==> src/rtl/mem_port_arbiter_pkg.sv <==
// mem_port_arbiter_pkg: shared state encoding, owner codes and abort data for the memory port arbiter
package mem_port_arbiter_pkg;
    localparam logic [1:0] IDLE = 2'd0;
    localparam logic [1:0] ISSUE = 2'd1;
    localparam logic [1:0] WAIT_RSP = 2'd2;
    localparam logic OWN_IF = 1'b0;
    localparam logic OWN_D = 1'b1;
    localparam logic [31:0] TIMEOUT_DATA = 32'hDEAD_BEEF;
endpackage

==> src/rtl/mem_port_arbiter_if.sv <==
// mem_port_arbiter_if: req/gnt/rvalid bus to the single-port memory macro
// master: arbiter side (drives req/we/addr/wdata/wstrb, receives gnt/rvalid/rdata)
// slave: memory side (the reverse)
interface mem_port_arbiter_if;
    logic        mem_req;
    logic        mem_we;
    logic [31:0] mem_addr;
    logic [31:0] mem_wdata;
    logic [3:0]  mem_wstrb;
    logic        mem_gnt;
    logic        mem_rvalid;
    logic [31:0] mem_rdata;
    modport master(output mem_req, mem_we, mem_addr, mem_wdata, mem_wstrb,
                   input mem_gnt, mem_rvalid, mem_rdata);
    modport slave(input mem_req, mem_we, mem_addr, mem_wdata, mem_wstrb,
                  output mem_gnt, mem_rvalid, mem_rdata);
endinterface

==> src/rtl/mem_arb_pick.sv <==
// mem_arb_pick: data-priority arbitration decision with a fetch starvation counter
// en: arbitration allowed this cycle; idle: arbiter FSM is in IDLE
// if_req/d_req: requests; grant: a requester wins this cycle; owner: winner code
module mem_arb_pick import mem_port_arbiter_pkg::*; #(
    parameter int STARVE_MAX = 4
) (
    input  logic clk,
    input  logic rst,
    input  logic en,
    input  logic idle,
    input  logic if_req,
    input  logic d_req,
    output logic grant,
    output logic owner
);
    logic [3:0] starve_cnt;
    logic       pick_if;
    // fetch wins when alone, or when data has already won STARVE_MAX times in a row over it
    assign pick_if = if_req && (!d_req || starve_cnt == 4'(STARVE_MAX));
    assign grant = en && (if_req || d_req);
    assign owner = pick_if ? OWN_IF : OWN_D;
    always_ff @(posedge clk) begin
        if (rst)
            starve_cnt <= '0;
        else if (grant && pick_if)
            starve_cnt <= '0;
        else if (grant && if_req)
            starve_cnt <= starve_cnt + 4'(starve_cnt != 4'(STARVE_MAX));
        else if (idle && !if_req)
            starve_cnt <= '0;
    end
endmodule

==> src/rtl/mem_port_arbiter.sv <==
// mem_port_arbiter: shares one req/gnt/rvalid memory port between instruction fetch and the data stage
// clk/rst: clock, synchronous active-high reset
// if_*: fetch requester (read-only); d_*: load/store requester
// mem: memory bus (master modport); err_timeout: pulse when a response never arrives
module mem_port_arbiter import mem_port_arbiter_pkg::*; #(
    parameter int STARVE_MAX = 4,
    parameter int TIMEOUT = 64
) (
    input  logic               clk,
    input  logic               rst,
    input  logic               if_req,
    input  logic [31:0]        if_addr,
    output logic               if_done,
    output logic [31:0]        if_rdata,
    output logic               if_stall,
    input  logic               d_req,
    input  logic               d_we,
    input  logic [31:0]        d_addr,
    input  logic [31:0]        d_wdata,
    input  logic [3:0]         d_wstrb,
    output logic               d_done,
    output logic [31:0]        d_rdata,
    output logic               d_stall,
    mem_port_arbiter_if.master mem,
    output logic               err_timeout
);
    logic [1:0]  state;
    logic        owner;
    logic        r_we;
    logic [31:0] r_addr;
    logic [31:0] r_wdata;
    logic [3:0]  r_wstrb;
    logic [7:0]  to_cnt;
    logic        grant;
    logic        pick_owner;
    logic        arb_en;
    logic        fin;
    logic        pick_d;
    logic [31:0] sel_addr;
    logic [31:0] rsp_data;
    // the done cycle still sees the finished request held high, so it is not arbitrated
    assign arb_en = state == IDLE && !if_done && !d_done;
    mem_arb_pick #(.STARVE_MAX(STARVE_MAX)) u_pick (
        .clk,
        .rst,
        .en(arb_en),
        .idle(state == IDLE),
        .if_req,
        .d_req,
        .grant,
        .owner(pick_owner)
    );
    assign pick_d = pick_owner == OWN_D;
    assign sel_addr = pick_d ? d_addr : if_addr;
    assign fin = state == WAIT_RSP && (mem.mem_rvalid || to_cnt == 8'(TIMEOUT - 1));
    assign rsp_data = mem.mem_rvalid ? mem.mem_rdata : TIMEOUT_DATA;
    assign mem.mem_req = state == ISSUE;
    assign mem.mem_we = r_we;
    assign mem.mem_addr = r_addr;
    assign mem.mem_wdata = r_wdata;
    assign mem.mem_wstrb = r_wstrb;
    assign if_stall = if_req && !if_done;
    assign d_stall = d_req && !d_done;
    always_ff @(posedge clk) begin
        if (rst) begin
            state <= IDLE;
            owner <= OWN_IF;
            r_we <= 1'b0;
            r_addr <= '0;
            r_wdata <= '0;
            r_wstrb <= '0;
            to_cnt <= '0;
            if_done <= 1'b0;
            d_done <= 1'b0;
            err_timeout <= 1'b0;
            if_rdata <= '0;
            d_rdata <= '0;
        end else begin
            if_done <= fin && owner == OWN_IF;
            d_done <= fin && owner == OWN_D;
            err_timeout <= fin && !mem.mem_rvalid;
            if (fin && owner == OWN_IF)
                if_rdata <= rsp_data;
            if (fin && owner == OWN_D)
                d_rdata <= rsp_data;
            case (state)
                IDLE: if (grant) begin
                    owner <= pick_owner;
                    r_we <= pick_d && d_we;
                    r_addr <= sel_addr & 32'hFFFF_FFFC;
                    r_wdata <= pick_d ? d_wdata : '0;
                    r_wstrb <= pick_d && d_we ? d_wstrb : '0;
                    state <= ISSUE;
                end
                ISSUE: if (mem.mem_gnt) begin
                    state <= WAIT_RSP;
                    to_cnt <= '0;
                end
                WAIT_RSP: begin
                    to_cnt <= to_cnt + 8'd1;
                    if (fin)
                        state <= IDLE;
                end
                default: state <= IDLE;
            endcase
        end
    end
endmodule
==> src/flat_wrapper.sv <==
// flat-port wrapper written by rule: the top's interface ports become plain ports
module mem_port_arbiter_flat import mem_port_arbiter_pkg::*;
#(
    parameter int STARVE_MAX = 4,
    parameter int TIMEOUT = 64
)
  (clk, rst, if_req, if_addr, if_done, if_rdata, if_stall, d_req, d_we, d_addr, d_wdata, d_wstrb, d_done, d_rdata, d_stall, err_timeout, mem_mem_req, mem_mem_we, mem_mem_addr, mem_mem_wdata, mem_mem_wstrb, mem_mem_gnt, mem_mem_rvalid, mem_mem_rdata);
  mem_port_arbiter_if mem_i ();
  input  logic clk;
  input  logic rst;
  input  logic if_req;
  input  logic [31:0] if_addr;
  output logic if_done;
  output logic [31:0] if_rdata;
  output logic if_stall;
  input  logic d_req;
  input  logic d_we;
  input  logic [31:0] d_addr;
  input  logic [31:0] d_wdata;
  input  logic [3:0] d_wstrb;
  output logic d_done;
  output logic [31:0] d_rdata;
  output logic d_stall;
  output logic err_timeout;
  output wire logic [$bits(mem_i.mem_req)-1:0] mem_mem_req;
  output wire logic [$bits(mem_i.mem_we)-1:0] mem_mem_we;
  output wire logic [$bits(mem_i.mem_addr)-1:0] mem_mem_addr;
  output wire logic [$bits(mem_i.mem_wdata)-1:0] mem_mem_wdata;
  output wire logic [$bits(mem_i.mem_wstrb)-1:0] mem_mem_wstrb;
  input wire logic [$bits(mem_i.mem_gnt)-1:0] mem_mem_gnt;
  input wire logic [$bits(mem_i.mem_rvalid)-1:0] mem_mem_rvalid;
  input wire logic [$bits(mem_i.mem_rdata)-1:0] mem_mem_rdata;
  assign mem_mem_req = mem_i.mem_req;
  assign mem_mem_we = mem_i.mem_we;
  assign mem_mem_addr = mem_i.mem_addr;
  assign mem_mem_wdata = mem_i.mem_wdata;
  assign mem_mem_wstrb = mem_i.mem_wstrb;
  assign mem_i.mem_gnt = mem_mem_gnt;
  assign mem_i.mem_rvalid = mem_mem_rvalid;
  assign mem_i.mem_rdata = mem_mem_rdata;
  mem_port_arbiter #(.STARVE_MAX(STARVE_MAX), .TIMEOUT(TIMEOUT)) u_core (.clk(clk), .rst(rst), .if_req(if_req), .if_addr(if_addr), .if_done(if_done), .if_rdata(if_rdata), .if_stall(if_stall), .d_req(d_req), .d_we(d_we), .d_addr(d_addr), .d_wdata(d_wdata), .d_wstrb(d_wstrb), .d_done(d_done), .d_rdata(d_rdata), .d_stall(d_stall), .mem(mem_i), .err_timeout(err_timeout));
endmodule
==> config.mk <==
export PLATFORM = sky130hd
export DESIGN_NAME = mem_port_arbiter_flat
export DESIGN_NICKNAME = d
export VERILOG_FILES = /design/src/rtl/mem_port_arbiter_pkg.sv /design/src/rtl/mem_port_arbiter_if.sv /design/src/rtl/mem_arb_pick.sv /design/src/rtl/mem_port_arbiter.sv /design/src/flat_wrapper.sv
export SDC_FILE = /design/constraint.sdc
export NUM_CORES = 1
export LEC_CHECK = 0
export CAP_MARGIN = 20
export CORE_ASPECT_RATIO = 1.4
export CORE_MARGIN = 2
export CORE_UTILIZATION = 25
export DETAILED_ROUTE_END_ITERATION = 10
export HOLD_SLACK_MARGIN = 0.03
export SKIP_LAST_GASP = 1
export SLEW_MARGIN = 20
export SYNTH_ARGS = -nofsm -noshare
export SYNTH_HDL_FRONTEND = slang
export SYNTH_HIERARCHICAL = 1
export SYNTH_SLANG_ARGS = --single-unit
==> constraint.sdc <==
create_clock -name clk -period 6.9 [get_ports clk]
set_input_delay 0.69 -clock clk [delete_from_list [all_inputs] [get_ports clk]]
set_output_delay 0.69 -clock clk [all_outputs]
set_load 0.005 [all_outputs]
==> impl_metrics.ini, run 1 <==
[power]
fraction_of_power_spent_switching_nets_pct = 26.8
irDropWorstVdd_v = 0.000158
share_clk_of_total_power_pct = 38.5
cellLeakagePower_nw = 3.29
total_power_mw = 2.40
power.combinational.fraction_pct = 20.9
pwr-share-seq_pct = 40.5
power.net_switching_mw = 0.644
power_report.internal_total_mw = 1.76
powerDensity_nw_per_um2 = 245

[finish]
final_cells = 1258
final_net_count = 1071
post_route_cells_drive_above_1_share_pct = 5.75
utilization_pct = 38.6
antenna-diode-count = 0
final-seq-area_um2 = 2980
total_area_of_multi_input_combinational_cells_um2 = 2860
fill_cells = 2557
postLayoutCellArea_um2 = 9800
areaGrowthSynthToFinish_pct = 52.1

[yosys]
post_synth.cell_area_avg_um2 = 9.17
synthTopCellsByCount = sky130_fd_sc_hd__dfxtp_1 (149), sky130_fd_sc_hd__a211oi_1 (78), sky130_fd_sc_hd__inv_1 (54), sky130_fd_sc_hd__nand2_1 (54)
synth_seq_area_share_pct = 46.3
total_of_flip_flops_plus_latches_after_synthesis = 149
syn_area_um2 = 6440
synth_top_flop_cell = sky130_fd_sc_hd__dfxtp_1
number_of_distinct_library_cell_variants_in_the_gate_level_netlist_after_synthesis = 47
most_instantiated_library_cell_after_synthesis = sky130_fd_sc_hd__dfxtp_1
post-synth-top-area-fraction_pct = 46.3
async_reset_ff_share_pct = 0
yosys-top-cells-area = sky130_fd_sc_hd__dfxtp_1 (46%), sky130_fd_sc_hd__a211oi_1 (9.1%), sky130_fd_sc_hd__o32ai_1 (6.5%)
postSynthCellCount = 703
number_of_flops_mapped_to_enable_cells_by_yosys = 0
synthesis.yosys.warnings = 6
synthDominantAreaCellType = sky130_fd_sc_hd__dfxtp_1

[route]
vias = 6103
drt_drc_violations_left = 0
post_drt_via_cell_ratio = 4.85
route.final.wire_length_um = 20400
ant_nets = 0
drtPass1Iterations = 4
wl_per_cell_um = 16.2
drt_first_iter_violations = 264

[worst_setup_path]
rr_endpoint = u_core/mem.mem_addr[29]
r2r_setup_slack_ns = 4.14
critPathLaunchType = register
worstPathCellList = nor4_1, o21a_1, nor3b_2, buf_4, nor2_1, a211oi_1
worst_ep_arrival_time_ns = 3.08
slowest_stage = sky130_fd_sc_hd__buf_4
critical_path.n_buffers_inverters = 1
critPathKind = reg -> reg
cp.required_ns = 7.22
slowest_stage_delay_cp_ns = 0.72
crit_path_max_fanout = 98
worst_setup_path_end_kind = register
timing.rr.start = u_core/state[1]
crit_family = simple AND/OR/NAND/NOR gates
worst_r2r_path_depth = 6

[sta]
fin_tns_setup_ns = 0
worst_hold_slack_ns = 0.449
finalSetupViolCount = 0
worst_pin_slew_ns = 1.11
worst_slew_margin_rel_pct = 25.6
max_clock_freq_ghz = 0.362
maxSlewViolCount = 0
setup_repair_after_global_routing_missed_its_margin = false
final-hold-violation-count = 0
final.setup.worst_slack_ns = 4.14
final_period_minus_worst_setup_slack_ns = 2.76
min_period_over_period_pct = 40.0
worst_clock_skew_ns = 0.0115

[floorplan]
io-pin-count = 278
initial_core_util_pct = 25.4
die_area_um2 = 27100
rows = 69
die_ht_um = 194
core_region_area_um2 = 25400
chipWidth_um = 140

[cts]
cts.clk_slew.worst_paths_ns = 0.06
cts_made_buffers = 17
clock_tree_from_tritoncts = yes
cts_resized = 0
post_cts.repair.setup_buffers = 0
cts.sink_count = 149
cts_root_buf = sky130_fd_sc_hd__clkbuf_16
cts_buffer_depth = 2
worst_skew_late_latency_ns = 0.42
ctsHtreeMaxLevel = 4
cts_hold_repair.buffers = 0

[run]
maxCapViolations = 0

[min_path]
holdPathStages = 2
holdPathEnd = u_core/mem.mem_wdata[4]
type_of_the_tightest_min_delay_check = reg -> reg
hp-start = u_core/mem.mem_wdata[4]

[placement]
place_ws_ns = 3.79
dp.cells = 1228
dpl-instance-area_um2 = 9220
gp_congestion = 0.746
hpwlAfterDp_um = 13500
numPortBuffers = 271

[global_route]
grt_pass1_vias = 6042
grt_overflow_total = 0
groute.usage.overall_pct = 14.9
grt_first_pass_wirelength_um = 32800
antenna_found_initial = 0
grt_max_degree = 99

[status]
status = complete, no violations
==> per-layer routing <==
metal  vias to the layer above  track usage [%]  routed length, um
met2                       195             26.0              10300
met3                        20             4.54               1270
met5                         -                0                  0
met4                         0             5.07                395
li1                       3042                -                  -
met1                      2846             17.3               8380
==> worst reg2reg max path, stage by stage (launching register included) <==
cell and delay, ns:
sky130_fd_sc_hd__dfxtp_1 0.51, sky130_fd_sc_hd__nor4_1 0.64, sky130_fd_sc_hd__o21a_1 0.21, sky130_fd_sc_hd__nor3b_2 0.14
sky130_fd_sc_hd__buf_4 0.72, sky130_fd_sc_hd__nor2_1 0.21, sky130_fd_sc_hd__a211oi_1 0.24
==> cells by family after synthesis <==
kind of cell	Yosys count	share of synthesized area (%)
mux	32	4.97
flops	149	46.3
xor+xnor	1	0.136
buf+inv	129	9.84
simple gates	165	12.5
compound gates	222	25.5
other cells	1	0.0582
fa+ha+maj	4	0.777
==> flip-flops by register name, indices dropped and copies added, names as in the netlist <==
register	cells
u_core/mem.mem_addr	30
u_core/u_pick/starve_cnt	4
u_core/state	2
u_core/mem.mem_wstrb	4
u_core/d_done	1
u_core/if_done	1
u_core/err_timeout	1
u_core/d_rdata	32
u_core/mem.mem_we	1
u_core/mem.mem_wdata	32
u_core/if_rdata	32
u_core/owner	1
u_core/to_cnt	8
==> cell usage in the layout, fill, tap and decap left out, types with 15 or more instances in the layout <==
master	synthesis	layout
sky130_fd_sc_hd__a211oi_1	78	78
sky130_fd_sc_hd__inv_1	54	54
sky130_fd_sc_hd__clkbuf_16	0	17
sky130_fd_sc_hd__dfxtp_1	149	149
sky130_fd_sc_hd__nand3_1	35	35
sky130_fd_sc_hd__a311oi_1	15	15
sky130_fd_sc_hd__a21oi_1	48	48
sky130_fd_sc_hd__nand2_1	54	53
sky130_fd_sc_hd__mux2i_1	32	32
sky130_fd_sc_hd__o32ai_1	48	48
sky130_fd_sc_hd__clkdlybuf4s50_1	0	270
sky130_fd_sc_hd__a31oi_1	16	16
sky130_fd_sc_hd__nor2_1	34	34
==> power groups by stage <==
stage	combinational (mW)	clock, mW	sequential [mW]
detailed placement	0.511	0	0.993
global route	0.553	0.999	0.983
global placement	0.510	0	0.990
finish	0.503	0.925	0.974
floorplan	0.252	0	0.990
CTS	0.514	0.960	0.974
==> cell type report <==
type                            instances  area share [%]
Inverter                               54            2.07
Tap cell                              319            4.07
Clock inverter                          8            1.01
Multi-Input combinational cell        426            29.1
Timing Repair Buffer                  280            28.3
Sequential cell                       149            30.4
Clock buffer                           22            4.94
==> how the worst max path moves through the flow <==
| stage | endpoint | cells past startpoint | from |
|---|---|---|---|
| 2_1_floorplan | u_core/mem.mem_wdata[12] | 9 | u_core/state[1] |
| 3_3_place_gp | u_core/mem.mem_addr[31] | 6 | d_req |
| 3_5_place_dp | u_core/mem.mem_addr[31] | 6 | d_req |
| 4_1_cts | u_core/mem.mem_wdata[2] | 6 | u_core/state[1] |
| 5_1_grt | u_core/mem.mem_addr[29] | 6 | u_core/state[1] |
| 6_report | u_core/mem.mem_addr[29] | 6 | u_core/state[1] |
Note: power is estimated with default switching activity, not from simulation.
==> run 2, diff against run 1 <==
clock period = 2.4 ns   (was 6.9 ns; I/O delays follow)
==> run 2 against run 1 <==
Register-to-register slack worse by 3.7 ns. Clock power grew to 3.0 times the previous value. Count of clock-buffer cells in the layout stayed put. Final cell count is 0.79% higher. First-iteration DRC count is 13% lower. Critical path depth stayed put. Highest routed layer unchanged. Wire length is 1.9% higher. Largest cell class unchanged. Clock skew is 0.0018 ns lower. Sequential power grew to 2.9 times the previous value. Final area is 1.7% higher. Die area stayed put. Largest power group is now clock. Sequential share of layout area is 0.50 points lower.
==> impl_metrics.ini, run 2 (same netlist as run 1, synthesis figures left out) <==
[placement]
hpwlAfterDp_um = 13700
numPortBuffers = 271
gp_congestion = 0.756
dp.cells = 1236
place_ws_ns = 0.391
dpl-instance-area_um2 = 9350

[global_route]
grt_pass1_vias = 6080
top_usage_layer = met2
groute.usage.overall_pct = 15.0
groute.layer.met2.usage_pct = 25.9
grt_max_degree = 99
grt_overflow_total = 0
global_route.usage.met3_pct = 3.98
grt_util_met1_pct = 17.4
antenna_found_initial = 1
grt_first_pass_wirelength_um = 32800

[floorplan]
io-pin-count = 278
initial_core_util_pct = 25.4
die_area_um2 = 27100
die_ht_um = 194
chipWidth_um = 140
core_region_area_um2 = 25400
rows = 69

[worst_setup_path]
critPathLaunchType = register
critPathKind = reg -> reg
r2r_setup_slack_ns = 0.40
worstPathCellList = nor4_1, o21a_1, nor3b_2, buf_12, nor2_1, a211oi_1
worst_ep_arrival_time_ns = 2.33
crit_path_max_fanout = 98
slowest_stage = sky130_fd_sc_hd__nor4_1
timing.rr.start = u_core/state[1]
rr_endpoint = u_core/mem.mem_addr[20]
cp.required_ns = 2.73
worst_r2r_path_depth = 6
slowest_stage_delay_cp_ns = 0.42
worst_setup_path_end_kind = register

[min_path]
hp-start = rst
holdPathStages = 2
holdPathEnd = u_core/mem.mem_wdata[23]
type_of_the_tightest_min_delay_check = in -> reg

[route]
route.final.wire_length_um = 20700
vias = 6195
wl_per_cell_um = 16.4
drtPass1Iterations = 4
drt_first_iter_violations = 229
ant_nets = 0
drt_drc_violations_left = 0
post_drt_via_cell_ratio = 4.89

[sta]
max_clock_freq_ghz = 0.499
final-hold-violation-count = 0
final_period_minus_worst_setup_slack_ns = 2.00
worst_hold_slack_ns = 0.368
worst_pin_slew_ns = 0.720
maxSlewViolCount = 0
final.setup.worst_slack_ns = 0.395
setup_repair_after_global_routing_missed_its_margin = false
min_period_over_period_pct = 83.5
fin_tns_setup_ns = 0
worst_clock_skew_ns = 0.00969
worst_slew_margin_rel_pct = 52.0
finalSetupViolCount = 0

[power]
total_power_mw = 7.09
powerDensity_nw_per_um2 = 712
irDropWorstVdd_v = 0.000459
cellLeakagePower_nw = 3.37

[finish]
postLayoutCellArea_um2 = 9960
fill_cells = 2548
mostFrequentLayoutCells = sky130_fd_sc_hd__clkdlybuf4s50_1 (270), sky130_fd_sc_hd__dfxtp_1 (149), sky130_fd_sc_hd__a211oi_1 (78)
total_area_of_multi_input_combinational_cells_um2 = 2860
post_route_cells_drive_above_1_share_pct = 6.65
final-seq-area_um2 = 2980
utilization_pct = 39.3
mostFrequentLayoutCell = sky130_fd_sc_hd__clkdlybuf4s50_1
final_cells = 1268
areaGrowthSynthToFinish_pct = 54.6
final_net_count = 1079

[cts]
cts_buffer_depth = 2
cts_hold_repair.buffers = 0
post_cts.repair.setup_buffers = 0
cts_made_buffers = 17
cts.clk_slew.worst_paths_ns = 0.06
cts.sink_count = 149
clock_tree_from_tritoncts = yes
worst_skew_late_latency_ns = 0.42
cts_root_buf = sky130_fd_sc_hd__clkbuf_16
ctsHtreeMaxLevel = 4
cts_resized = 0

[run]
maxCapViolations = 0

[status]
status = complete, no violations
-- run 2: cell type report --
type	count	share of cell area, %
repair buffers	288	29.2
clock buffers	22	4.86
clock inverters	9	1.26
diodes	1	0.0251
multi-input cells	426	28.7
inverters	54	2.03
well taps	319	4.01
flip-flops and latches	149	29.9
-- run 2: how the worst max path moves through the flow --
stage,start,end,slack [ns],cells past startpoint
final,u_core/state[1],u_core/mem.mem_addr[20],0.40,6
after global routing,u_core/state[1],u_core/mem.mem_addr[3],0.17,6
after detailed placement,u_core/state[1],u_core/mem.mem_wdata[3],0.39,6
after CTS,u_core/state[1],u_core/mem.mem_wdata[3],0.36,6
after global placement,d_req,u_core/mem.mem_wdata[14],0.40,6
after floorplan,u_core/state[1],u_core/mem.mem_wdata[12],0.21,9
-- run 2: worst max-delay path: cells and delay by family (launching register included) --
family	cells	cell delay (ns)
AND/OR/NAND/NOR	3	0.73
AO/OA/AOI/OAI	2	0.42
buffers and inverters	1	0.32
flip-flops	1	0.31
-- run 2: layer usage --
layer  vias up  wire [um]
met5         -          0
met4         0        459
met3        23       1260
met2       224      10500
met1      2884       8460
li1       3064          -
-- run 2: power breakdown --
part           internal [mW]  switching, mW
Clock                   1.74           1.05
Combinational          0.794          0.730
Sequential              2.68          0.105
Total                   5.20           1.89
